### config.mk
export PLATFORM = sky130hd
export DESIGN_NAME = box_sprite_renderer
export DESIGN_NICKNAME = d
export VERILOG_FILES = /design/src/rtl/vga_pkg.sv /design/src/rtl/box_motion.sv /design/src/rtl/box_sprite_renderer.sv
export SDC_FILE = /design/constraint.sdc
export NUM_CORES = 1
export LEC_CHECK = 0
export BUFFER_PORTS_ARGS = -buffer_cell sky130_fd_sc_hd__buf_2
export CAP_MARGIN = 20
export CORE_AREA = 3 3 83 85
export CTS_BUF_LIST = sky130_fd_sc_hd__clkbuf_2 sky130_fd_sc_hd__clkbuf_4 sky130_fd_sc_hd__clkbuf_8
export DETAILED_ROUTE_END_ITERATION = 7
export DIE_AREA = 0 0 86 88
export HOLD_SLACK_MARGIN = 0.03
export PLACE_DENSITY = 0.77
export SYNTH_ARGS = -nofsm -noshare
export SYNTH_HDL_FRONTEND = slang
export SYNTH_HIERARCHICAL = 1
export SYNTH_SLANG_ARGS = --single-unit
### constraint.sdc
create_clock -name clk -period 5.4 [get_ports clk]
set_clock_uncertainty 0.1 [all_clocks]
set_input_delay 0.27 -clock clk [delete_from_list [all_inputs] [get_ports clk]]
set_output_delay 0.27 -clock clk [all_outputs]
set_load 0.02 [all_outputs]
### src/rtl/vga_pkg.sv
// Shared constants, FSM state type and per-axis bounce helper for the box sprite renderer.
// Optional screen border is enabled in the top level by defining SCREEN_BORDER_EN.
package vga_pkg;

    localparam int H_ACTIVE_DEF = 640;
    localparam int V_ACTIVE_DEF = 480;

    localparam logic [11:0] COLOR_BG    = 12'h00F;
    localparam logic [11:0] COLOR_BOX   = 12'hF00;
    localparam logic [11:0] COLOR_FLASH = 12'hFFF;
    localparam logic [11:0] COLOR_WHITE = 12'hFFF;

    typedef enum logic [1:0] {
        IDLE  = 2'd0,
        MOVE  = 2'd1,
        FLASH = 2'd2
    } state_t;

    typedef struct packed {
        logic [9:0] pos;
        logic       dir;
        logic       bounce;
    } axis_t;

    // One frame step along one axis; dir=1 means increasing coordinate. 11-bit math avoids wrap.
    function automatic axis_t step_axis(input logic [9:0]  pos,
                                        input logic        dir,
                                        input logic [10:0] lim,
                                        input logic [10:0] step);
        axis_t       res;
        logic [10:0] sum;
        sum        = {1'b0, pos} + step;
        res.pos    = pos;
        res.dir    = dir;
        res.bounce = 1'b0;
        if (dir) begin
            if (sum >= lim) begin
                res.pos    = lim[9:0];
                res.dir    = 1'b0;
                res.bounce = 1'b1;
            end else begin
                res.pos = sum[9:0];
            end
        end else if ({1'b0, pos} <= step) begin
            res.pos    = '0;
            res.dir    = 1'b1;
            res.bounce = 1'b1;
        end else begin
            res.pos = pos - step[9:0];
        end
        return res;
    endfunction

endpackage

### src/rtl/box_motion.sv
// Sprite motion controller: run/stop FSM, bouncing position, flash frame counter and hit pulse.
//
// state | meaning
// IDLE  | position frozen, waiting for start
// MOVE  | stepping once per frame_tick, normal sprite colour
// FLASH | stepping, sprite shows flash colour until flash_cnt expires
module box_motion
    import vga_pkg::*;
#(
    parameter int H_ACTIVE     = H_ACTIVE_DEF,
    parameter int V_ACTIVE     = V_ACTIVE_DEF,
    parameter int BOX_SIZE     = 32,
    parameter int STEP         = 4,
    parameter int FLASH_FRAMES = 8
) (
    input  logic       clk,
    input  logic       reset,
    input  logic       frame_tick,
    input  logic       start,
    input  logic       stop,
    output logic [9:0] box_x,
    output logic [9:0] box_y,
    output state_t     state,
    output logic       hit
);

    localparam int          FW         = (FLASH_FRAMES > 1) ? $clog2(FLASH_FRAMES) : 1;
    localparam logic [FW-1:0] FLASH_LOAD = FW'(FLASH_FRAMES - 1);
    localparam logic [10:0] X_LIM      = 11'(H_ACTIVE - BOX_SIZE);
    localparam logic [10:0] Y_LIM      = 11'(V_ACTIVE - BOX_SIZE);
    localparam logic [10:0] STEP_W     = 11'(STEP);
    localparam logic [9:0]  X_HOME     = 10'((H_ACTIVE - BOX_SIZE) / 2);
    localparam logic [9:0]  Y_HOME     = 10'((V_ACTIVE - BOX_SIZE) / 2);

    state_t        r_state;
    state_t        w_state_nxt;
    logic [9:0]    r_box_x;
    logic [9:0]    r_box_y;
    logic          r_dir_x;
    logic          r_dir_y;
    logic [FW-1:0] r_flash_cnt;
    logic [FW-1:0] w_flash_nxt;
    logic          r_hit;
    logic          w_update;
    logic          w_bounce;
    axis_t         w_ax;
    axis_t         w_ay;

    // stop outranks both start and frame_tick
    assign w_update = frame_tick && !stop && (r_state != IDLE);

    always_comb begin
        w_ax     = step_axis(r_box_x, r_dir_x, X_LIM, STEP_W);
        w_ay     = step_axis(r_box_y, r_dir_y, Y_LIM, STEP_W);
        w_bounce = w_update && (w_ax.bounce || w_ay.bounce);
    end

    always_ff @(posedge clk or negedge reset) begin
        if (!reset) begin
            r_state     <= IDLE;
            r_box_x     <= X_HOME;
            r_box_y     <= Y_HOME;
            r_dir_x     <= 1'b1;
            r_dir_y     <= 1'b1;
            r_flash_cnt <= '0;
            r_hit       <= 1'b0;
        end else begin
            r_state     <= w_state_nxt;
            r_flash_cnt <= w_flash_nxt;
            r_hit       <= w_bounce;
            if (w_update) begin
                r_box_x <= w_ax.pos;
                r_box_y <= w_ay.pos;
                r_dir_x <= w_ax.dir;
                r_dir_y <= w_ay.dir;
            end
        end
    end

    always_comb begin
        w_state_nxt = r_state;
        case (r_state)
            IDLE:    if (start && !stop) w_state_nxt = MOVE;
            MOVE: begin
                if (stop)          w_state_nxt = IDLE;
                else if (w_bounce) w_state_nxt = FLASH;
            end
            FLASH: begin
                if (stop)
                    w_state_nxt = IDLE;
                else if (w_update && !w_bounce && (r_flash_cnt == '0))
                    w_state_nxt = MOVE;
            end
            default: w_state_nxt = IDLE;
        endcase
    end

    always_comb begin
        w_flash_nxt = r_flash_cnt;
        if (stop)
            w_flash_nxt = '0;
        else if (w_bounce)
            w_flash_nxt = FLASH_LOAD;
        else if ((r_state == FLASH) && w_update && (r_flash_cnt != '0))
            w_flash_nxt = r_flash_cnt - 1'b1;
    end

    assign box_x = r_box_x;
    assign box_y = r_box_y;
    assign state = r_state;
    assign hit   = r_hit;

endmodule

### src/rtl/box_sprite_renderer.sv
// Pixel colour source: bouncing square sprite over a background, 2-cycle registered pipeline.
// Define SCREEN_BORDER_EN to draw a white one-pixel frame around the active area.
module box_sprite_renderer
    import vga_pkg::*;
#(
    parameter int          H_ACTIVE     = H_ACTIVE_DEF,
    parameter int          V_ACTIVE     = V_ACTIVE_DEF,
    parameter int          BOX_SIZE     = 32,
    parameter int          STEP         = 4,
    parameter int          FLASH_FRAMES = 8,
    parameter logic [11:0] BG_COLOR     = COLOR_BG,
    parameter logic [11:0] BOX_COLOR    = COLOR_BOX,
    parameter logic [11:0] FLASH_COLOR  = COLOR_FLASH
) (
    input  logic        clk,
    input  logic        reset,
    input  logic [9:0]  pixel_x,
    input  logic [9:0]  pixel_y,
    input  logic        video_on,
    input  logic        frame_tick,
    input  logic        start,
    input  logic        stop,
    output logic [11:0] rgb,
    output logic        hit
);

    localparam logic [10:0] BOX_W = 11'(BOX_SIZE);

    logic [9:0]  w_box_x;
    logic [9:0]  w_box_y;
    state_t      w_state;
    logic        w_in_box;
    logic [11:0] w_color;
    logic        r_s1_video;
    logic        r_s1_in_box;
    logic [11:0] r_rgb;

    box_motion #(
        .H_ACTIVE     (H_ACTIVE),
        .V_ACTIVE     (V_ACTIVE),
        .BOX_SIZE     (BOX_SIZE),
        .STEP         (STEP),
        .FLASH_FRAMES (FLASH_FRAMES)
    ) u_motion (
        .clk        (clk),
        .reset      (reset),
        .frame_tick (frame_tick),
        .start      (start),
        .stop       (stop),
        .box_x      (w_box_x),
        .box_y      (w_box_y),
        .state      (w_state),
        .hit        (hit)
    );

    assign w_in_box = ({1'b0, pixel_x} >= {1'b0, w_box_x}) &&
                      ({1'b0, pixel_x} <  ({1'b0, w_box_x} + BOX_W)) &&
                      ({1'b0, pixel_y} >= {1'b0, w_box_y}) &&
                      ({1'b0, pixel_y} <  ({1'b0, w_box_y} + BOX_W));

`ifdef SCREEN_BORDER_EN
    logic w_border;
    logic r_s1_border;

    assign w_border = (pixel_x == 10'd0) || (pixel_x == 10'(H_ACTIVE - 1)) ||
                      (pixel_y == 10'd0) || (pixel_y == 10'(V_ACTIVE - 1));

    always_ff @(posedge clk or negedge reset) begin
        if (!reset) r_s1_border <= 1'b0;
        else        r_s1_border <= w_border;
    end
`endif

    always_ff @(posedge clk or negedge reset) begin
        if (!reset) begin
            r_s1_video  <= 1'b0;
            r_s1_in_box <= 1'b0;
        end else begin
            r_s1_video  <= video_on;
            r_s1_in_box <= w_in_box;
        end
    end

    // Stage 2 uses the live FSM state so the flash colour tracks the frame it belongs to
    always_comb begin
        w_color = BG_COLOR;
        if (!r_s1_video)
            w_color = 12'h000;
`ifdef SCREEN_BORDER_EN
        else if (r_s1_border)
            w_color = COLOR_WHITE;
`endif
        else if (r_s1_in_box && (w_state == FLASH))
            w_color = FLASH_COLOR;
        else if (r_s1_in_box)
            w_color = BOX_COLOR;
    end

    always_ff @(posedge clk or negedge reset) begin
        if (!reset) r_rgb <= 12'h000;
        else        r_rgb <= w_color;
    end

    assign rgb = r_rgb;

endmodule

### Yosys cells after proc, flatten, opt, wreduce, memory -nomap -nowiden

Index checks and enable logic that the tools add are counted.

* register bits after elaboration: 42
* logic and storage cells: 73
* output and inout bits: 13

* multiplexer cells: 22
* equality and inequality tests: 5
* $lt $le $gt $ge: 8
* add/subtract/negate cells: 7
* reduce and logical (&&, ||, !) cells: 21

Operators with widths (number)
* $mux 12: 5
* $mux 10: 4
* $add 10x3->11 const B: 2
* $add 10x6->11 const B: 2
* $lt 10x11->1: 2
* $ge 10x10->1: 2
* $le 10x3->1 const B: 2
* $sub 10x3->10 const B: 2
* $mux 2: 9
* $logic_and 1x1->1: 12
* $ge 11x10->1 const B: 1
* $ge 11x9->1 const B: 1
* $mux 3: 3
* $ne 3x2->1 const B: 2
* $pmux 2 s3: 1
* $reduce_bool 3->1: 2
* $logic_not 3->1: 1
* $reduce_and 3->1: 1
* $sub 3x1->3 const B: 1
* $eq 2x1->1 const B: 1
* $eq 2x2->1 const B: 1
* $logic_not 1->1: 2
* $logic_not 2->1: 1
* $ne 2x1->1 const B: 1
* 2 further kinds: 2

### Depth between registers and ports, before layout

Gate-level depths: netlist of run 1.

* depth after elaboration: 12
* depth in mapped cells: 9

### By module

Netlist of run 1, hierarchy kept.

Modules (own cells, without submodules)
* box_motion: cells an instance 237, seq. area each 610.6 µm², area an instance 1995.7 µm², instances 1
* box_sprite_renderer: cells an instance 126, seq. area each 125.1 µm², area an instance 1067.3 µm², instances 1

### Worst setup path before layout of run 1

No wires, ideal clock.

* kind: reg2reg
* start point: register u_motion.r_box_x[2], in the netlist u_motion/box_x[2]
* end point: register u_motion.r_box_x[6], in the netlist u_motion/box_x[6]
* slack: 3306 ps
* stages on the path, launching flop included: 9
* path buffers: 1
* data required time: 5179 ps
* arrival time: 1873 ps
* setup time: 121 ps
* path through: dfrtp_1 > ha_1 > and3_2 > a31oi_1 > o2111a_2 > nand2b_1 > buf_6 > a31oi_1 > o22a_1

* cells in the longest elaborated chain, start to end: 4
* elaborated cells on any way between the ends: 7
* those cells by class: add/sub (2); order compare (2); mux (3)

RTL lines
* start: declaration: line box_motion.sv:37 `logic [9:0] r_box_x;`
* start signal: assignment: line box_motion.sv:72 `r_box_x <= w_ax.pos;`
* $add 10x3->11: line vga_pkg.sv:32 `sum = {1'b0, pos} + step;`
* $ge 11x10->1: line vga_pkg.sv:37 `if (sum >= lim) begin`
* $mux 10: line vga_pkg.sv:37
* $mux 12 *: line vga_pkg.sv:36 `if (dir) begin`

Every way passes the cells marked *; elsewhere a longest branch is shown, timed or not.
A chain may end at the register's enable or synchronous reset.

### Worst setup path after layout of run 1

* start point: register u_motion.r_box_x[3], in the netlist u_motion/box_x[3]
* end point: register u_motion.r_box_x[6], in the netlist u_motion/box_x[6]

Same word-level chain as after synthesis.

==> results of run 1 <==
through the flow:
step / total power [mW] / cells
6_report: 1.28 / 464
5_1_grt: 1.41 / 464
4_1_cts: 1.29 / 464
3_5_place_dp: 1.08 / 454
3_3_place_gp: 1.05 / 454
2_1_floorplan: 0.964 / 366
power by group:
group          internal, mW  leakage, nW  switching (mW)  total, mW
clock network         0.115       0.0542          0.0837      0.199
registers             0.281        0.357           0.158      0.439
logic                 0.293         1.07           0.345      0.638
cell families after synthesis:
logic type | count (synthesis) | share of synthesized area (%)
AO/OA/AOI/OAI | 110 | 25.2
XOR/XNOR | 13 | 3.72
adder cells (fa/ha/maj) | 40 | 16.3
buffers and inverters | 61 | 10.6
flip-flops | 29 | 24.0
other | 1 | 0.122
AND/OR/NAND/NOR | 109 | 20.0
worst paths after layout:
kind                       cells after the start                             endpoint                           from
setup / recovery                               7        u_motion/box_x[6]$_DFFE_PN0P_  u_motion/box_x[3]$_DFFE_PN0P_
hold / removal                                 2  u_motion/r_flash_cnt[0]$_DFFE_PN0P_                           stop
setup reg to reg                               7        u_motion/box_x[6]$_DFFE_PN0P_  u_motion/box_x[3]$_DFFE_PN0P_
hold reg to reg                                1                    rgb[10]$_DFF_PN0_           r_s1_video$_DFF_PN0_
max in group asynchronous                      2        u_motion/box_y[8]$_DFFE_PN0P_                          reset
min in group asynchronous                      2        u_motion/box_y[4]$_DFFE_PN0P_                          reset
cell usage after synthesis, drive strengths merged, types with 4 or more instances:
library cell / number / area share, %
ha: 40 / 16
inv: 33 / 4.0
nand2: 26 / 3.2
buf: 23 / 5.6
o21ai: 22 / 4.1
a21oi: 21 / 3.4
dfrtp: 21 / 17
nor2: 20 / 2.5
nand3: 17 / 2.8
xnor2: 11 / 3.1
a31oi: 10 / 2.0
a21o: 8 / 2.0
dfstp: 8 / 6.9
nand2b: 8 / 1.6
nor3: 7 / 1.1
clkbuf: 5 / 0.94
nand4: 5 / 1.2
nor2b: 5 / 1.3
o31ai: 5 / 1.2
a22oi: 4 / 0.98
o211ai: 4 / 0.98
o221ai: 4 / 1.1
cell type report:
type | count | share of cell area, %
Inverter | 33 | 3.77
Sequential cell | 29 | 22.4
Timing Repair Buffer | 41 | 6.62
Clock inverter | 1 | 0.152
Multi-Input combinational cell | 276 | 61.2
Clock buffer | 7 | 2.93
Tap cell | 77 | 2.93
per-layer routing:
| metal | GRT usage, % | wire length, um | vias to the layer above |
|---|---|---|---|
| met5 | 0 | 0 | - |
| met2 | 34.1 | 3460 | 79 |
| met3 | 3.67 | 316 | 15 |
| met1 | 22.0 | 2750 | 1262 |
| met4 | 6.76 | 140 | 0 |
| li1 | - | - | 1353 |
registers in the layout (all words and copies together), names as in the netlist:
signal                cells
u_motion/box_x            8
u_motion/box_y            8
rgb                       3
u_motion/r_flash_cnt      3
u_motion/state            2
r_s1_in_box               1
r_s1_video                1
u_motion/hit              1
u_motion/r_dir_x          1
u_motion/r_dir_y          1
layout by cell type, fill, tap and decap left out, drive strengths merged, types with 8 or more instances in the layout:
master	instances
ha	40
nand2b	8
xnor2	11
o21ai	22
buf	39
nand3	17
inv	33
dfstp	8
dfrtp	21
a21oi	21
a21o	8
nand2	26
nor2	20
a31oi	10
what timing repair did:
action                                 CTS  global route
hold buffers                             2             0
endpoints found under the hold margin   22             0
resized for setup                        0             0
==> flow_summary.yaml, run 1 <==
outcome:
  status: "complete, no violations"
pwr:
  powerDensity_nw_per_um2: 388
  power_leakage_nw: 1.49
  ir_drop_uv: 264
worst_setup_path:
  critPathSlowestCell: "dfrtp_1"
  path_max_fanout: 10
  r2r_slack_ns: 2.94
  crit_family: "simple AND/OR/NAND/NOR gates"
  crit_arrival_ns: 2.53
  critPathKind: "reg2reg"
  cp-end-kind: "register"
  path_cells: "ha_1 -> nand3_1 -> nor4b_1 -> o2111a_2 -> nand2b_1 -> a31oi_1 -> o22a_1"
  cp_slowest_stage_delay_ns: 0.50
  cp-start-kind: "register"
  required_ns: 5.47
  path_buf_inv: 0
die:
  io_pins: 39
  core_area_sq_um: 6280
  rows: 29
  dieHeight_um: 88
  initial_core_util_pct: 48.8
  die_area_sq_um: 7570
  die_w_um: 86
clocking:
  cts-buffers-inserted: 5
  h-tree-depth: 2
  clock_latency_ns: 0.28
  cts_root_buf: "clkbuf_8"
  cts.sinks: 29
  cts_max_path_buffers: 2
  path_clk_slew_ns: 0.06
  cts_tree: "yes"
  post_cts_buffers: 0
timing:
  tns_ns: 0
  slew_headroom_pct: 57.2
  setup_viol: 0
  rsz0062_at_grt: "false"
  slew_viol_final: 0
  layout_min_cycle_time_ns: 2.46
  hold_viol_final: 0
  period_share_pct: 45.5
  whs_ns: 0.130
  max_freq_ghz: 0.407
  layout_setup_ws_ns: 2.94
  worstMarginPinSlew_ns: 0.642
placement:
  place.gp.congestion: 0.962
  dp_hpwl_um: 5110
  place_ws_ns: 2.94
  port_buffers: 38
  placed_area_sq_um: 3170
global_route:
  overflow: 0
  grt_pass1_wl_um: 11700
  grt_use_total_pct: 18.8
  grt_start_max_net_pins: 30
  antenna_found_initial: 0
  grt_pass1_vias: 2690
synth:
  synth-main-ff-cell: "dfrtp_1"
  synth_edf_count: 0
  synth_cell_types: 69
  syn_inst: 363
  synthArstFlopShare_pct: 100
  ys_warn_count: 6
  ys_seq_elements: 29
  synth_area_sq_um: 3060
  synth.avg_cell_area_sq_um: 8.44
  ys_seq_area_share_pct: 24.0
drt:
  viasPerCell: 5.84
  routed_wl_um: 6670
  drtIter0Drc: 139
  drc: 0
  firstDrtPassIters: 4
  post_drt_wl_per_cell_um: 14.4
  via_count: 2709
  drtAntennaViolNets: 0
hold_path:
  worstHoldPathType: "in2reg"
finish:
  syn2layout_area_growth_pct: 7.39
  seq_area_sq_um: 736
  fin_nets: 452
  multiInputGateArea_sq_um: 2010
  drive_gt1_share_pct: 17.8
  antennaDiodeCount: 0
  fin_area_sq_um: 3290
  fill_cells: 586
  final_util_pct: 52.4
flow_run:
  maxCapViolations: 0
Power figures use the tool's default switching activity.
==> inputs of run 2 (changes only) <==
==> constraint.sdc (replaced) <==
create_clock -name clk -period 2.4 [get_ports clk]
set_clock_uncertainty 0.1 [all_clocks]
set_input_delay 0.12 -clock clk [delete_from_list [all_inputs] [get_ports clk]]
set_output_delay 0.12 -clock clk [all_outputs]
set_load 0.02 [all_outputs]
==> run 2 against run 1 <==
  * Register-to-register slack worse by 2.8 ns
  * Sequential share of layout area fell by 1.1 points
  * Largest cell class unchanged
  * Clock power rose to 2.7 times the previous value
  * Critical path type unchanged
  * Critical path depth unchanged
==> flow_summary.yaml, run 2 (same netlist as run 1, synthesis figures left out) <==
drt:
  routed_wl_um: 6980
  drtAntennaViolNets: 0
  via_count: 2802
  viasPerCell: 5.79
  firstDrtPassIters: 5
  post_drt_wl_per_cell_um: 14.4
  drtIter0Drc: 134
  drc: 0
timing:
  period_share_pct: 94.9
  layout_min_cycle_time_ns: 2.28
  slew_headroom_pct: 54.6
  tns_ns: 0
  slew_viol_final: 0
  rsz0062_at_grt: "false"
  max_freq_ghz: 0.439
  whs_ns: 0.0469
  worstMarginPinSlew_ns: 0.681
  hold_viol_final: 0
  setup_viol: 0
die:
  initial_core_util_pct: 48.8
  core_area_sq_um: 6280
  die_area_sq_um: 7570
  dieHeight_um: 88
  io_pins: 39
  rows: 29
  die_w_um: 86
finish:
  drive_gt1_share_pct: 21.9
  final_util_pct: 55.2
  final_common_cell: "ha_1"
  fill_cells: 589
  syn2layout_area_growth_pct: 13.1
  fin_area_sq_um: 3460
  antennaDiodeCount: 0
  final_cell_mix: "ha_1 (39), buf_2 (38), inv_1 (33)"
  fin_nets: 472
global_route:
  grt_pass1_vias: 2665
  antenna_found_initial: 0
  grt_pass1_wl_um: 11600
  overflow: 0
  grt_start_max_net_pins: 30
  grt_use_total_pct: 19.0
pwr:
  power_leakage_nw: 1.59
  power_frac_seq_pct: 25.3
  p_clk_share_pct: 17.0
  p_int_mw: 1.79
  comb_power_share_pct: 57.6
  ir_drop_uv: 454
  swShare_pct: 43.7
  power_mw: 3.18
  switchingPower_mw: 1.39
  powerDensity_nw_per_um2: 919
worst_setup_path:
  cp-start-kind: "register"
  path_max_fanout: 9
  cp-end-kind: "register"
  required_ns: 2.42
  critPathKind: "reg2reg"
  crit_arrival_ns: 2.30
placement:
  dp_hpwl_um: 5230
  placed_area_sq_um: 3300
  place.gp.congestion: 0.934
  port_buffers: 38
outcome:
  status: "complete, no violations"
clocking:
  cts-buffers-inserted: 5
  clock_latency_ns: 0.29
  cts.sinks: 29
  cts_root_buf: "clkbuf_8"
  path_clk_slew_ns: 0.06
  cts_max_path_buffers: 2
  h-tree-depth: 2
  cts_tree: "yes"
hold_path:
  worstHoldPathType: "in2reg"
flow_run:
  maxCapViolations: 0
-- run 2: repair_timing --
item,in CTS,in global routing
endpoints found under the hold margin,23,0
hold buffers,3,0
setup endpoints to repair,0,2
resized for setup,0,1
buffers inserted,0,2
-- run 2: layout make-up --
cell class              count  area, sq um  area share, %
well taps                  77         96.3           2.78
inverters                  33          124           3.58
clock inverters             1         30.0          0.867
repair buffers             61          370           10.7
multi-input cells         276         2020           58.2
flip-flops and latches     29          736           21.2
clock buffers               7         90.1           2.60
-- run 2: critical path, cell delays in order, from the launching register on --
cell      delay, ns
dfstp_2        0.61
buf_4          0.16
nor3b_1        0.28
o31ai_1        0.13
o2111a_2       0.21
nand2b_1       0.28
o211ai_1       0.22
o21ai_0        0.13
-- run 2: path summary, 6_finish.rpt --
kind                                               start                       endpoint  slack, ns  cells after the start
hold / removal                                frame_tick  u_motion/state[1]$_DFFE_PN0P_       0.05                      4
hold reg to reg                     r_s1_video$_DFF_PN0_              rgb[10]$_DFF_PN0_       0.42                      1
setup / recovery           u_motion/box_x[5]$_DFFE_PN1P_  u_motion/box_x[2]$_DFFE_PN0P_       0.12                      7
max in group asynchronous                          reset  u_motion/box_x[2]$_DFFE_PN0P_       1.44                      2
min in group asynchronous                          reset  u_motion/box_y[3]$_DFFE_PN0P_       0.30                      2
setup reg to reg           u_motion/box_x[5]$_DFFE_PN1P_  u_motion/box_x[2]$_DFFE_PN0P_       0.12                      7
-- run 2: per-stage QoR --
step | worst slack [ns] | std cells
5_1_grt | 0.00257 | 484
2_1_floorplan | 0.306 | 366
3_3_place_gp | 0.178 | 471
4_1_cts | 0.142 | 482
3_5_place_dp | 0.157 | 471
6_report | 0.122 | 484
-- run 2: power by group through the flow --
stage	Combinational, mW	Clock [mW]	Sequential (mW)
after global routing	2.06	0.581	0.826
final	1.83	0.542	0.806
after CTS	1.79	0.554	0.807
after detailed placement	1.77	0	0.815
after floorplan	1.39	0	0.774
after global placement	1.72	0	0.808
-- run 2: per-layer routing --
layer	global-route usage [%]	routed length, um
met1	22.2	2880
met2	34.5	3650
met3	3.57	308
met4	6.76	140
met5	0	0
